===== src/rtl/fc_accumulator_if.sv =====
// Purpose: bundles the neuron-control, beat and result signals of the FC accumulator.
// Latency: none; this is wiring only.
// Backpressure: none; beats are qualified by in_valid and the result by acc_valid.
interface fc_accumulator_if #(
    parameter int LANES  = 4,
    parameter int DATA_W = 8,
    parameter int ACC_W  = 32
);
    logic                    fc_state;
    logic                    start;
    logic [ACC_W-1:0]        bias;
    logic                    in_valid;
    logic [LANES*DATA_W-1:0] act;
    logic [LANES*DATA_W-1:0] wgt;
    logic                    busy;
    logic                    acc_valid;
    logic [ACC_W-1:0]        acc_data;

    // The producer side drives control and beats, and observes the result.
    modport master (
        output fc_state, start, bias, in_valid, act, wgt,
        input  busy, acc_valid, acc_data
    );

    // The accumulator consumes control and beats, and drives the result.
    modport slave (
        input  fc_state, start, bias, in_valid, act, wgt,
        output busy, acc_valid, acc_data
    );
endinterface


===== src/rtl/fc_accumulator.sv =====
// Purpose: multi-lane signed MAC that accumulates one FC neuron's dot product plus bias.
// Latency: acc_valid pulses in the cycle after the final beat is accepted (N+2 cycles minimum per neuron).
// Backpressure: none; bubbles via in_valid are unlimited, and start is ignored while busy.
module fc_accumulator #(
    parameter int LANES     = 4,
    parameter int DATA_W    = 8,
    parameter int ACC_W     = 32,
    parameter int FC1_BEATS = 200,
    parameter int FC2_BEATS = 125
) (
    input  logic               clk,
    input  logic               srstn,
    fc_accumulator_if.slave    bus
);
    localparam int PROD_W = 2 * DATA_W;
    localparam int SUM_W  = PROD_W + $clog2(LANES);
    localparam int MAX_B  = (FC1_BEATS > FC2_BEATS) ? FC1_BEATS : FC2_BEATS;
    localparam int CNT_W  = $clog2(MAX_B + 1);

    typedef enum logic [1:0] {
        IDLE = 2'd0,
        ACC  = 2'd1,
        OUT  = 2'd2
    } state_t;

    state_t             state_q;
    logic [ACC_W-1:0]   acc_q;
    logic [CNT_W-1:0]   beat_cnt_q;
    logic [ACC_W-1:0]   bias_q;
    logic               mode_q;
    logic               busy_q;
    logic               acc_valid_q;
    logic [ACC_W-1:0]   acc_data_q;

    logic signed [PROD_W-1:0] prod [LANES];
    logic signed [SUM_W-1:0]  lane_sum;
    logic [ACC_W-1:0]         acc_d;
    logic                     last_beat;

    // Full-width signed products (so -128*-128 survives) summed with sign extension.
    always_comb begin
        lane_sum = '0;
        for (int i = 0; i < LANES; i++) begin
            prod[i]  = $signed(bus.act[i*DATA_W +: DATA_W]) * $signed(bus.wgt[i*DATA_W +: DATA_W]);
            lane_sum = lane_sum + SUM_W'(prod[i]);
        end
        acc_d     = acc_q + ACC_W'(lane_sum);
        last_beat = (beat_cnt_q == (mode_q ? CNT_W'(FC2_BEATS - 1) : CNT_W'(FC1_BEATS - 1)));
    end

    // Neuron FSM: latch mode/bias on start, accumulate beats, emit the biased sum once.
    // The result register is loaded on the edge that enters OUT so acc_data is
    // already valid during the single acc_valid cycle.
    always_ff @(posedge clk or negedge srstn) begin
        if (!srstn) begin
            state_q     <= IDLE;
            acc_q       <= '0;
            beat_cnt_q  <= '0;
            bias_q      <= '0;
            mode_q      <= 1'b0;
            busy_q      <= 1'b0;
            acc_valid_q <= 1'b0;
            acc_data_q  <= '0;
        end else begin
            case (state_q)
                IDLE: begin
                    acc_valid_q <= 1'b0;
                    if (bus.start) begin
                        bias_q     <= bus.bias;
                        mode_q     <= bus.fc_state;
                        acc_q      <= '0;
                        beat_cnt_q <= '0;
                        busy_q     <= 1'b1;
                        state_q    <= ACC;
                    end
                end
                ACC: begin
                    if (bus.in_valid) begin
                        acc_q      <= acc_d;
                        beat_cnt_q <= beat_cnt_q + CNT_W'(1);
                        if (last_beat) begin
                            acc_data_q  <= acc_d + bias_q;
                            acc_valid_q <= 1'b1;
                            state_q     <= OUT;
                        end
                    end
                end
                OUT: begin
                    acc_valid_q <= 1'b0;
                    busy_q      <= 1'b0;
                    state_q     <= IDLE;
                end
                default: begin
                    acc_valid_q <= 1'b0;
                    busy_q      <= 1'b0;
                    state_q     <= IDLE;
                end
            endcase
        end
    end

    assign bus.busy      = busy_q;
    assign bus.acc_valid = acc_valid_q;
    assign bus.acc_data  = acc_data_q;
endmodule


===== src/flat_wrapper.sv =====
// flat-port wrapper written by rule: the top's interface ports become plain ports
module fc_accumulator_flat 
#(
    parameter int LANES     = 4,
    parameter int DATA_W    = 8,
    parameter int ACC_W     = 32,
    parameter int FC1_BEATS = 200,
    parameter int FC2_BEATS = 125
)
  (clk, srstn, bus_fc_state, bus_start, bus_bias, bus_in_valid, bus_act, bus_wgt, bus_busy, bus_acc_valid, bus_acc_data);
  fc_accumulator_if #(.LANES(LANES), .DATA_W(DATA_W), .ACC_W(ACC_W)) bus_i ();
  input  logic clk;
  input  logic srstn;
  input wire logic [$bits(bus_i.fc_state)-1:0] bus_fc_state;
  input wire logic [$bits(bus_i.start)-1:0] bus_start;
  input wire logic [$bits(bus_i.bias)-1:0] bus_bias;
  input wire logic [$bits(bus_i.in_valid)-1:0] bus_in_valid;
  input wire logic [$bits(bus_i.act)-1:0] bus_act;
  input wire logic [$bits(bus_i.wgt)-1:0] bus_wgt;
  output wire logic [$bits(bus_i.busy)-1:0] bus_busy;
  output wire logic [$bits(bus_i.acc_valid)-1:0] bus_acc_valid;
  output wire logic [$bits(bus_i.acc_data)-1:0] bus_acc_data;
  assign bus_i.fc_state = bus_fc_state;
  assign bus_i.start = bus_start;
  assign bus_i.bias = bus_bias;
  assign bus_i.in_valid = bus_in_valid;
  assign bus_i.act = bus_act;
  assign bus_i.wgt = bus_wgt;
  assign bus_busy = bus_i.busy;
  assign bus_acc_valid = bus_i.acc_valid;
  assign bus_acc_data = bus_i.acc_data;
  fc_accumulator #(.LANES(LANES), .DATA_W(DATA_W), .ACC_W(ACC_W), .FC1_BEATS(FC1_BEATS), .FC2_BEATS(FC2_BEATS)) u_core (.clk(clk), .srstn(srstn), .bus(bus_i));
endmodule

===== config.mk =====
export PLATFORM = sky130hd
export DESIGN_NAME = fc_accumulator_flat
export DESIGN_NICKNAME = d
export VERILOG_FILES = /design/src/rtl/fc_accumulator_if.sv /design/src/rtl/fc_accumulator.sv /design/src/flat_wrapper.sv
export SDC_FILE = /design/constraint.sdc
export NUM_CORES = 1
export LEC_CHECK = 0
export BUFFER_PORTS_ARGS = -buffer_cell sky130_fd_sc_hd__buf_4
export CAP_MARGIN = 20
export CORE_ASPECT_RATIO = 1.1
export CORE_MARGIN = 4
export CORE_UTILIZATION = 55
export CTS_BUF_LIST = sky130_fd_sc_hd__clkbuf_2
export DETAILED_ROUTE_END_ITERATION = 7
export HOLD_SLACK_MARGIN = 0.05
export PLACE_DENSITY = 0.74
export SYNTH_ARGS = -nofsm -noshare
export SYNTH_HDL_FRONTEND = slang
export SYNTH_SLANG_ARGS = --single-unit

===== constraint.sdc =====
create_clock -name clk -period 6.5 [get_ports clk]
set_input_delay 0.65 -clock clk [delete_from_list [all_inputs] [get_ports clk]]
set_output_delay 0.65 -clock clk [all_outputs]
set_load 0.02 [all_outputs]

==> run_results.csv <==
group,metric,value,unit
floorplan,io_pins,135,
cells_and_area,final_net_count,3025,
setup_path,path_class,"primary input to flip-flop",
cts,cts_tree,"done",
setup_path,path_common_cell,"fa_1",
cts,clockBufferDepth,2,
setup_path,startpoint,"bus_act[3]",
routing,first_iter_violations,868,
timing,setup-violations-final,52,
setup_path,cp_max_fo,8,
cells_and_area,regArea,2730,um^2
yosys,synth_edf_count,0,
timing,rsz0062_at_grt,"yes",
cells_and_area,syn_to_final_growth,34.8,%
yosys,ys_seq_area_share,15.1,%
place,io_buffers,134,
yosys,synth-compound-area-share,9.70,%
routing,drt-total-wl,53.8,mm
cts,clock_latency,700,ps
worst_hold_path,min-delay-start,"bus_bias[5]",
setup_path,crit_arrival,10480,ps
run,drv_cap,0,
global_route,grt_pass1_vias,17100,
setup_path,cp_slowest_cell,"fa_2",
timing,slew_viol_final,0,
floorplan,coreArea,32400,um^2
yosys,synth_xor_area_share,3.87,%
yosys,synth_flop_cell,"dfrtp_1",
yosys,synth_cells,1943,
cts,numCtsBuffers,9,
yosys,yosysTopAreaCell,"fa_1",
yosys,ys_top_cells_by_count,"inv_1, fa_1, nand2_1",
yosys,yosysMostFrequentCell,"inv_1",
cts,clk_pin_slew,430,ps
yosys,syn_area,18100,um^2
yosys,synth-async-reset-ratio,100,%
timing,finalCriticalPeriod,9930,ps
yosys,ys_types,65,
global_route,grt_use_total,27.8,%
cts,cts_sinks,109,
cells_and_area,n_fill_cell,2010,
routing,vias_per_cell,5.49,
setup_path,slowest_delay,540,ps
yosys,synth-warning-count,0,
yosys,synth_mux_area_share,0.125,%
setup_path,cp-end-kind,"flip-flop",
worst_hold_path,hp-class,"primary input to flip-flop",
routing,dr.pass1.iters,7,
routing,vias,15800,
timing,finalHoldViolations,0,
cells_and_area,post-route-util,75.3,%
cts,root_buffer,"clkbuf_2",
timing,skew,86.3,ps
cts,cts.htree.levels,3,
yosys,synth_area_leaders,"fa_1, dfrtp_1, ha_1, inv_1, nand2_1",
timing,fmax,0.101,GHz
setup_path,start_kind,"primary input",
routing,postRouteAntennaNets,0,
floorplan,core.rowCount,69,
global_route,grt_remaining_overflow,0,
timing,hold-worst-slack,105,ps
global_route,grt_pass1_wl,81.7,mm
floorplan,die_h,198,um
setup_path,required,7050,ps
timing,setup-tns-final,-88320,ps
routing,wl_per_cell,18.7,um
yosys,synth_top_family_by_area,"adder cells",
routing,drc,0,
floorplan,dieArea,35800,um^2
place,dp_hpwl,40.5,mm
yosys,synth_top_area_share,35.4,%
floorplan,die_w,181,um
timing,setup_ws,-3430,ps
place,gp_congestion,0.945,
timing,worst-slew-pin-transition,741,ps
run_status,violations,"negative setup slack",
floorplan,initial_core_util,55.9,%
yosys,yosys.area_share.simple,15.7,%
global_route,grt_antenna_before_repair,1,
yosys,synthAdderAreaFrac,46.6,%
yosys,syn_avg_cell_area,9.31,um^2
global_route,grt_max_degree,68,
run_status,outcome,"finished with violations",
timing,slew_headroom,50.6,%
timing,timing.final.crit_share,153,%
setup_path,reg2reg_from,"u_core.acc_q[0]",
cells_and_area,layout-drive-gt1-share,32.4,%
yosys,synth_seq_cells,109,
cells_and_area,multi_input_area,15300,um^2
yosys,synth_nets,2526,
==> cells by family after synthesis <==
kind of cell / after synthesis
AO/OA/AOI/OAI: 260
multiplexers: 2
flip-flops: 109
XOR/XNOR: 80
buffers and inverters: 426
adder cells (fa/ha/maj): 482
AND/OR/NAND/NOR: 584
==> critical path, delay by kind of cell <==
kind,cells,cell delay [ps]
AOI/OAI and AO/OA,16,3090
buffers and inverters,8,800
adders and majority gates,11,4830
and+or+nand+nor,4,890
xor gates and xnor gates,1,220
==> layer usage <==
layer  vias up  global-route usage [%]  wire length [um]  part of all wire, %
li1       7066                       -                 -                    -
met1      7916                    32.1             19400                   36
met2       601                    53.3             29100                   54
met3       208                    2.50              2470                  4.6
met4         0                    11.0              2820                  5.2
met5         -                       0                 0                    0
==> sequential cells by signal (all words and copies together) (netlist names) <==
name	cells
u_core.bias_q	32
u_core.beat_cnt_q	8
u_core.bus.acc_data	32
u_core.state_q	2
u_core.bus.busy	1
u_core.acc_q	32
u_core.bus.acc_valid	1
u_core.mode_q	1
==> metrics by stage <==
step	area (um^2)	setup WS [ps]	instances
6_report	24400	-3430	2874
5_1_grt	24400	-3640	2874
4_1_cts	23600	-2940	2852
3_5_place_dp	22200	-3950	2781
3_3_place_gp	22200	-3840	2781
2_1_floorplan	18500	-3520	1943
==> path summary, 6_finish.rpt <==
check	endpoint	slack, ps	cells after the start
worst max register to register	u_core.bus.acc_data[31]	1270	22
min in group asynchronous	u_core.bias_q[2]	450	2
worst min-delay path	u_core.bias_q[5]	110	3
worst min register to register	u_core.bus.busy	510	1
max in group asynchronous	u_core.acc_q[28]	4740	3
worst max-delay path	u_core.bus.acc_data[31]	-3430	40
==> cell usage in the layout (no fill, tap or decap), types with 28 or more instances in the layout <==
| cell | count |
|---|---|
| buf_4 | 449 |
| inv_1 | 370 |
| fa_1 | 314 |
| nand2_1 | 241 |
| ha_1 | 130 |
| and2_1 | 129 |
| dfrtp_1 | 109 |
| buf_6 | 62 |
| nor2_1 | 49 |
| xnor2_1 | 35 |
| a21o_1 | 32 |
| a21oi_2 | 28 |
==> timing repair <==
| action | in CTS | in global routing |
|---|---|---|
| hold buffers | 1 | 0 |
| hold endpoints to repair | 45 | 0 |
| resized for setup | 183 | 131 |
| endpoints found under the setup margin | 50 | 51 |
| pin swaps | 147 | 123 |
| buffers inserted | 62 | 39 |
| cloned | 0 | 0 |
==> final cells by class <==
| cell class | instances | area share [%] |
|---|---|---|
| inverters | 398 | 6.14 |
| flip-flops and latches | 109 | 11.2 |
| multi-input cells | 1408 | 63.0 |
| repair buffers | 516 | 17.0 |
| diodes | 1 | 0.0103 |
| clock buffers | 10 | 0.205 |
| clock inverters | 6 | 0.282 |
| well taps | 426 | 2.19 |
Power is not shown: default switching activity piles up to over one toggle a cycle in this logic, so the estimate is an artifact.
